--- config.mk ---
export PLATFORM = sky130hd
export DESIGN_NAME = sync_level_tracker
export DESIGN_NICKNAME = d
export VERILOG_FILES = /design/src/rtl/sync_level_tracker_glitch_filter.sv /design/src/rtl/sync_level_tracker.sv
export SDC_FILE = /design/constraint.sdc
export NUM_CORES = 1
export LEC_CHECK = 0
export BUFFER_PORTS_ARGS = -buffer_cell sky130_fd_sc_hd__buf_2
export CORE_MARGIN = 2
export CORE_UTILIZATION = 47
export DETAILED_ROUTE_END_ITERATION = 16
export PLACE_DENSITY = 0.68
export RECOVER_POWER = 100
export SLEW_MARGIN = 20
export SYNTH_ARGS = -nofsm -noshare
export SYNTH_HDL_FRONTEND = slang
export SYNTH_HIERARCHICAL = 1
export SYNTH_SLANG_ARGS = --single-unit
--- constraint.sdc ---
create_clock -name clk -period 3.09 [get_ports clk]
set_clock_uncertainty 0.2 [all_clocks]
set_input_delay 0 -clock clk [delete_from_list [all_inputs] [get_ports clk]]
set_output_delay 0 -clock clk [all_outputs]
set_load 0.01 [all_outputs]
--- src/rtl/sync_level_tracker_glitch_filter.sv ---
// Glitch filter for an already-synchronized control bit: a new level must persist
// FILTER_LEN consecutive cycles before it is accepted into out_data.
module glitch_filter #(
  parameter int unsigned FILTER_LEN = 4,
  parameter logic        RESET_VAL  = 1'b0
) (
  input  logic clk,
  input  logic rstn,
  input  logic in_data,
  output logic out_data,
  // High in the cycle before out_data changes, so callers can register edge events
  // that line up with the new level.
  output logic out_accept
);

  localparam int unsigned CntW = (FILTER_LEN > 1) ? $clog2(FILTER_LEN) : 1;
  localparam logic [CntW-1:0] CntLast = CntW'(FILTER_LEN - 1);

  logic [CntW-1:0] cnt_q, cnt_d;
  logic            filt_q, filt_d;

  always_comb begin
    cnt_d      = cnt_q;
    filt_d     = filt_q;
    out_accept = 1'b0;
    if (in_data == filt_q) begin
      cnt_d = '0;
    end else if (cnt_q == CntLast) begin
      filt_d     = in_data;
      cnt_d      = '0;
      out_accept = 1'b1;
    end else begin
      cnt_d = cnt_q + CntW'(1);
    end
  end

  always_ff @(posedge clk or negedge rstn) begin
    if (!rstn) begin
      cnt_q  <= '0;
      filt_q <= RESET_VAL;
    end else begin
      cnt_q  <= cnt_d;
      filt_q <= filt_d;
    end
  end

  assign out_data = filt_q;

endmodule

--- src/rtl/sync_level_tracker.sv ---
// Filters a synchronized level, emits start/end pulses, measures the start-to-start
// period with saturation and flags loss of the source by timeout.
module sync_level_tracker #(
  parameter logic        POLARITY   = 1'b0,
  parameter int unsigned FILTER_LEN = 4,
  parameter int unsigned PERIOD_W   = 24,
  parameter int unsigned TIMEOUT    = 0
) (
  input  logic                clk,
  input  logic                rstn,
  input  logic                in_level,
  output logic                out_active,
  output logic                out_start,
  output logic                out_end,
  output logic [PERIOD_W-1:0] out_period,
  output logic                out_period_valid,
  output logic                out_timeout
);

  localparam logic [PERIOD_W-1:0] CntMax     = '1;
  localparam logic [PERIOD_W-1:0] TimeoutCnt = PERIOD_W'(TIMEOUT);
  localparam logic                TimeoutEn  = (TIMEOUT != 0);

  logic                filt_raw;
  logic                accept;
  logic                new_active;
  logic                start_q, start_d;
  logic                end_q, end_d;
  logic                armed_q, armed_d;
  logic                valid_q, valid_d;
  logic                timeout_q, timeout_d;
  logic [PERIOD_W-1:0] cnt_q, cnt_d, cnt_inc;
  logic [PERIOD_W-1:0] period_q, period_d;

  glitch_filter #(
    .FILTER_LEN(FILTER_LEN),
    .RESET_VAL (POLARITY)
  ) u_glitch_filter (
    .clk       (clk),
    .rstn      (rstn),
    .in_data   (in_level),
    .out_data  (filt_raw),
    .out_accept(accept)
  );

  // On accept the filter is about to take in_level, so the new normalized level is known now.
  assign new_active = in_level ^ POLARITY;

  always_comb begin
    start_d   = accept & new_active;
    end_d     = accept & ~new_active;
    cnt_inc   = (cnt_q == CntMax) ? cnt_q : cnt_q + PERIOD_W'(1);
    cnt_d     = start_d ? '0 : cnt_inc;
    armed_d   = armed_q | start_d;
    period_d  = period_q;
    valid_d   = 1'b0;
    timeout_d = timeout_q;
    // cnt_inc already is min(counter+1, max), i.e. the saturated period.
    if (start_d && armed_q) begin
      period_d = cnt_inc;
      valid_d  = 1'b1;
    end
    if (start_d) begin
      timeout_d = 1'b0;
    end else if (TimeoutEn && armed_q && (cnt_d == TimeoutCnt)) begin
      timeout_d = 1'b1;
    end
  end

  always_ff @(posedge clk or negedge rstn) begin
    if (!rstn) begin
      start_q   <= 1'b0;
      end_q     <= 1'b0;
      armed_q   <= 1'b0;
      valid_q   <= 1'b0;
      timeout_q <= 1'b0;
      cnt_q     <= '0;
      period_q  <= '0;
    end else begin
      start_q   <= start_d;
      end_q     <= end_d;
      armed_q   <= armed_d;
      valid_q   <= valid_d;
      timeout_q <= timeout_d;
      cnt_q     <= cnt_d;
      period_q  <= period_d;
    end
  end

  assign out_active       = filt_raw ^ POLARITY;
  assign out_start        = start_q;
  assign out_end          = end_q;
  assign out_period       = period_q;
  assign out_period_valid = valid_q;
  assign out_timeout      = timeout_q;

endmodule

### After elaboration in Yosys (flattened, before gate mapping)

Index checks and enable logic that the tools add are counted.

| word-level totals | value |
|---|---|
| logic and storage cells | 27 |
| output and inout bits | 29 |
| register bits after elaboration | 55 |
| bits of input ports | 3 |

| cells by class | value |
|---|---|
| add/subtract/negate cells | 2 |
| reduce and logical (&&, ||, !) cells | 2 |
| eq/ne operators | 3 |
| bitwise operators | 5 |
| multiplexer cells | 7 |

Operators by type and width:

| kind | number |
|---|---|
| 2-to-1 mux 24 bit | 2 |
| adder 24 x 1 -> 24 bit (second input constant) | 1 |
| equality test 24 bit (second input constant) | 1 |
| 2-to-1 mux 2 bit | 2 |
| 2-to-1 mux 1 bit | 3 |
| adder 2 x 1 -> 2 bit (second input constant) | 1 |
| AND 1 bit | 2 |
| equality test 2 bit (second input constant) | 1 |
| NOT 1 bit | 2 |
| AND reduction 2 bit | 1 |
| equality test 1 bit | 1 |
| logical AND 1 bit | 1 |
| OR 1 bit | 1 |

### Logic depth before layout (Yosys ltp)

| depth | value |
|---|---|
| word-level depth | 6 |
| gate-level depth with buffers | 9 |
| gate-level depth less buffers | 7 |

### By module

Netlist, hierarchy kept.

Modules (own cells, without submodules):

| module | times used | area each (sq um) | cells each | seq. area each (sq um) |
|---|---|---|---|---|
| sync_level_tracker | 1 | 2,263.4 | 228 | 1,301.2 |
| glitch_filter | 1 | 132.6 | 9 | 75.1 |

### Worst setup path after synthesis

Ideal clock, no wire load.

| timing | value |
|---|---|
| kind | reg2reg |
| start | register cnt_q[0] (netlist name) |
| end | register period_q[9] (netlist: out_period[9]) |
| arrival | 1.668 ns |
| slack | 1.092 ns |
| cell stages (with the launch flop) | 8 |
| path buffers | 1 |
| data required time | 2.760 ns |
| library setup time | 0.130 ns |
| period minus slack after synthesis | 1.998 ns |
| cells stage by stage | dfrtp_1 > ha_1 > and4_1 > and4_1 > clkbuf_1 > a211oi_1 > xnor2_1 > o21ai_0 |

RTL lines:

| what | RTL line | source |
|---|---|---|
| end signal: assignment | sync_level_tracker.sv:86 | `period_q <= period_d;` |
| end: declaration | sync_level_tracker.sv:33 | `logic [PERIOD_W-1:0] period_q, period_d;` |

==> impl_metrics.csv <==
group,metric,value,unit
routing,wirelength,4.41,mm
yosys,synth_top_family_by_area,"simple AND/OR/NAND/NOR gates",
clock_network,cts_num_sinks,55,
place,hpwl,3.05,mm
timing,hold_viol_final,0,
routing,vias,1759,
yosys,synth_xor_area_share,5.85,%
routing,wire_per_inst,13.1,um
worst_setup_path,cp-end-kind,"flop",
timing,report.final.slew_viol_count,29,
global_route,grt_max_degree,29,
run,maxCapViolations,1,
floorplan,dieArea,5690,um^2
worst_setup_path,cp-startpoint,"cnt_q[0]$_DFF_PN0_",
yosys,synth_top_area_cell,"dfrtp_1",
yosys,syn_area,2400,um^2
yosys,ys_seq_elements,55,
clock_network,cts_inserted_buffers,5,
power,p_per_area,870,nW/um^2
clock_network,clk_path_buf_depth,2,
clock_network,cts.clk_slew.worst_paths,0.09,ns
floorplan,die-height,75.4,um
worst_setup_path,crit_chain,"ha_1 > and4_1 > nand4_1 > o21ai_0 > o21ai_0 > a21oi_1",
timing,fin_crit,2.27,ns
place,dpl_cell_area,2600,um^2
yosys,synth-edff-count,0,
worst_setup_path,worstSetupStartpointType,"flop",
yosys,synth_warnings,6,
timing,rsz0062_at_grt,"no",
timing,fmax,0.440,GHz
floorplan,pin_count,32,
final_layout,fin_util,55.1,%
yosys,yosysTopAreaCellShare,57.4,%
timing,fin_crit_sh,73.6,%
yosys,avgSynthCellArea,10.1,um^2
global_route,grt.total_usage,17.7,%
yosys,synth.area.mux_share,1.31,%
timing,relSlewSlack,-0.752,%
final_layout,syn_to_final_growth,10.9,%
place,port_buffers,30,
global_route,grt_pass1_wl,7.64,mm
routing,viasPerCell,5.22,
yosys,yosys-top-cells-count,"dfrtp_1, nor2_1, nand2_1, o21ai_0",
run_status,outcome,"finished, violations left",
floorplan,core,4820,um^2
floorplan,initial_utilization,49.7,%
timing,worst_pin_slew,1.51,ns
yosys,synth_nets,242,
clock_network,htreeDepth,2,
power,ir_worst_vdd,445,uV
place,routabilityCongestion,0.855,
yosys,ys_seq_area_share,57.4,%
final_layout,finalNetCount,274,
timing,hold_ws,0.244,ns
worst_setup_path,cp_max_fo,5,
clock_network,cts.repair.resized,0,
yosys,synth.most_common_cell,"dfrtp_1",
clock_network,clk_latency,0.30,ns
global_route,first_global_vias,1645,
worst_setup_path,worstReg2RegStart,"cnt_q[0]$_DFF_PN0_",
worst_setup_path,crit_required,3.10,ns
final_layout,design_area,2660,um^2
yosys,synthSimpleGateAreaFrac,20.7,%
worst_hold_path,hold_path_class,"in -> reg",
power,p_leak,0.00111,uW
timing,fin_setup_tns,0,ns
worst_setup_path,cpLargestDelayFamily,"compound AO/OA/AOI/OAI gates",
timing,fin_ws,0.815,ns
worst_setup_path,crit_path_max_incr_delay,0.53,ns
worst_setup_path,path_common_cell,"o21ai_0",
worst_setup_path,crit_type,"reg -> reg",
place,dp_slack,0.955,ns
clock_network,cts_tree,"done",
routing,ant_nets,0,
routing,route.detailed.drc,0,
final_layout,antenna_cells,0,
yosys,synth_area_leaders,"dfrtp_1, o21ai_0, nor2_1, xnor2_1, nand2_1",
run_status,violations,"max-capacitance violations, max-slew violations",
worst_hold_path,hold_start,"in_level",
floorplan,die_width,75.4,um
global_route,grt_overflow,0,
timing,setup_violations,0,
clock_network,root_buffer,"clkbuf_8",
yosys,synth_ff_type,"dfrtp_1",
global_route,antenna_found_initial,0,
yosys,syn_inst,237,
yosys,synth_cell_type_count,36,
final_layout,drive_gt1_share,4.81,%
routing,drt-initial-drc-count,115,
routing,drtPass1Iterations,4,
worst_setup_path,worstPathArrival,2.29,ns
yosys,synth_compound_area_share,11.0,%
worst_setup_path,critical-path-slowest-cell,"o21ai_0",
floorplan,fp-row-count,25,
yosys,async_flop_share,100,%
worst_setup_path,path_buf_inv,0,
yosys,synth_fa_ha_area_share,1.04,%
## through the flow
| stage | cells | total power, uW |
|---|---|---|
| 6_report | 337 | 2310 |
| 5_1_grt | 337 | 2520 |
| 4_1_cts | 337 | 2360 |
| 3_5_place_dp | 327 | 1980 |
| 3_3_place_gp | 327 | 1950 |
| 2_1_floorplan | 237 | 1710 |
## state kept, by name (all words and copies together), names as in the netlist
signal / count
out_start: 1
out_end: 1
armed_q: 1
u_glitch_filter/cnt_q: 2
u_glitch_filter/out_data: 1
cnt_q: 24
out_period_valid: 1
out_period: 24
## per-layer routing
layer  share of wire, %  up-vias  GRT usage, %  wire length, um
met5                  0        -             0                0
met4                1.5        0          6.63               68
met3                3.1        7          2.78              137
met2                 45       28          26.1             1970
met1                 51      834          26.4             2230
li1                   -      890             -                -
## final timing paths
path	endpoint	slack (ns)	depth (start not counted)
worst max register to register	cnt_q[15]$_DFF_PN0_	0.82	6
min in group asynchronous	u_glitch_filter/out_data$_DFFE_PN0P_	0.38	2
worst min register to register	u_glitch_filter/cnt_q[0]$_DFF_PN0_	0.25	1
worst min-delay path	out_end$_DFF_PN0_	0.24	3
worst max-delay path	cnt_q[15]$_DFF_PN0_	0.82	6
max in group asynchronous	cnt_q[10]$_DFF_PN0_	0.90	3
## worst reg2reg max path, cell delays in order (launching register included)
cell and delay, ns:
dfrtp_1 0.43, ha_1 0.24, and4_1 0.24, nand4_1 0.19, o21ai_0 0.53, o21ai_0 0.20, a21oi_1 0.16
## kinds of logic (layout without fill, tap and decap cells)
logic type      Yosys count  after routing
compound gates           48             48
xor+xnor                 16             16
fa+ha+maj                 2              2
buf+inv                  13             46
flops                    55             55
mux                       3              3
other cells               1              1
simple gates             99             99
## layout make-up
class                   instances  area (um^2)
inverters                       3         11.3
repair buffers                 35          150
clock buffers                   7         76.3
fillers                       483         2160
clock inverters                 1         5.00
flip-flops and latches         55         1380
multi-input cells             169          953
well taps                      67         83.8
## power by group
group	switching (uW)	internal (uW)
clock	220	160
sequential	257	1010
combinational	389	278
total	866	1450
## placed cells by master, fill, tap and decap left out, drive strengths merged, types with 2 or more instances in the layout
cell type,instances
or2,3
a211oi,3
and2,4
dfrtp,55
clkbuf,38
inv,3
or3,6
ha,2
nand4,7
xnor2,11
mux2i,2
nor4,2
buf,2
and4,5
a31oi,5
a21oi,11
nand2,25
nand3,10
o21ai,26
xor2,5
and3,3
nor2,29
o211ai,2
dlygate4sd3,2
## what timing repair did
action,4_1_cts,5_1_grt
endpoints found under the hold margin,31,0
hold buffers,2,0
setup buffers,0,0
setup endpoints to repair,0,0
Note: power is estimated with default switching activity, not from simulation.
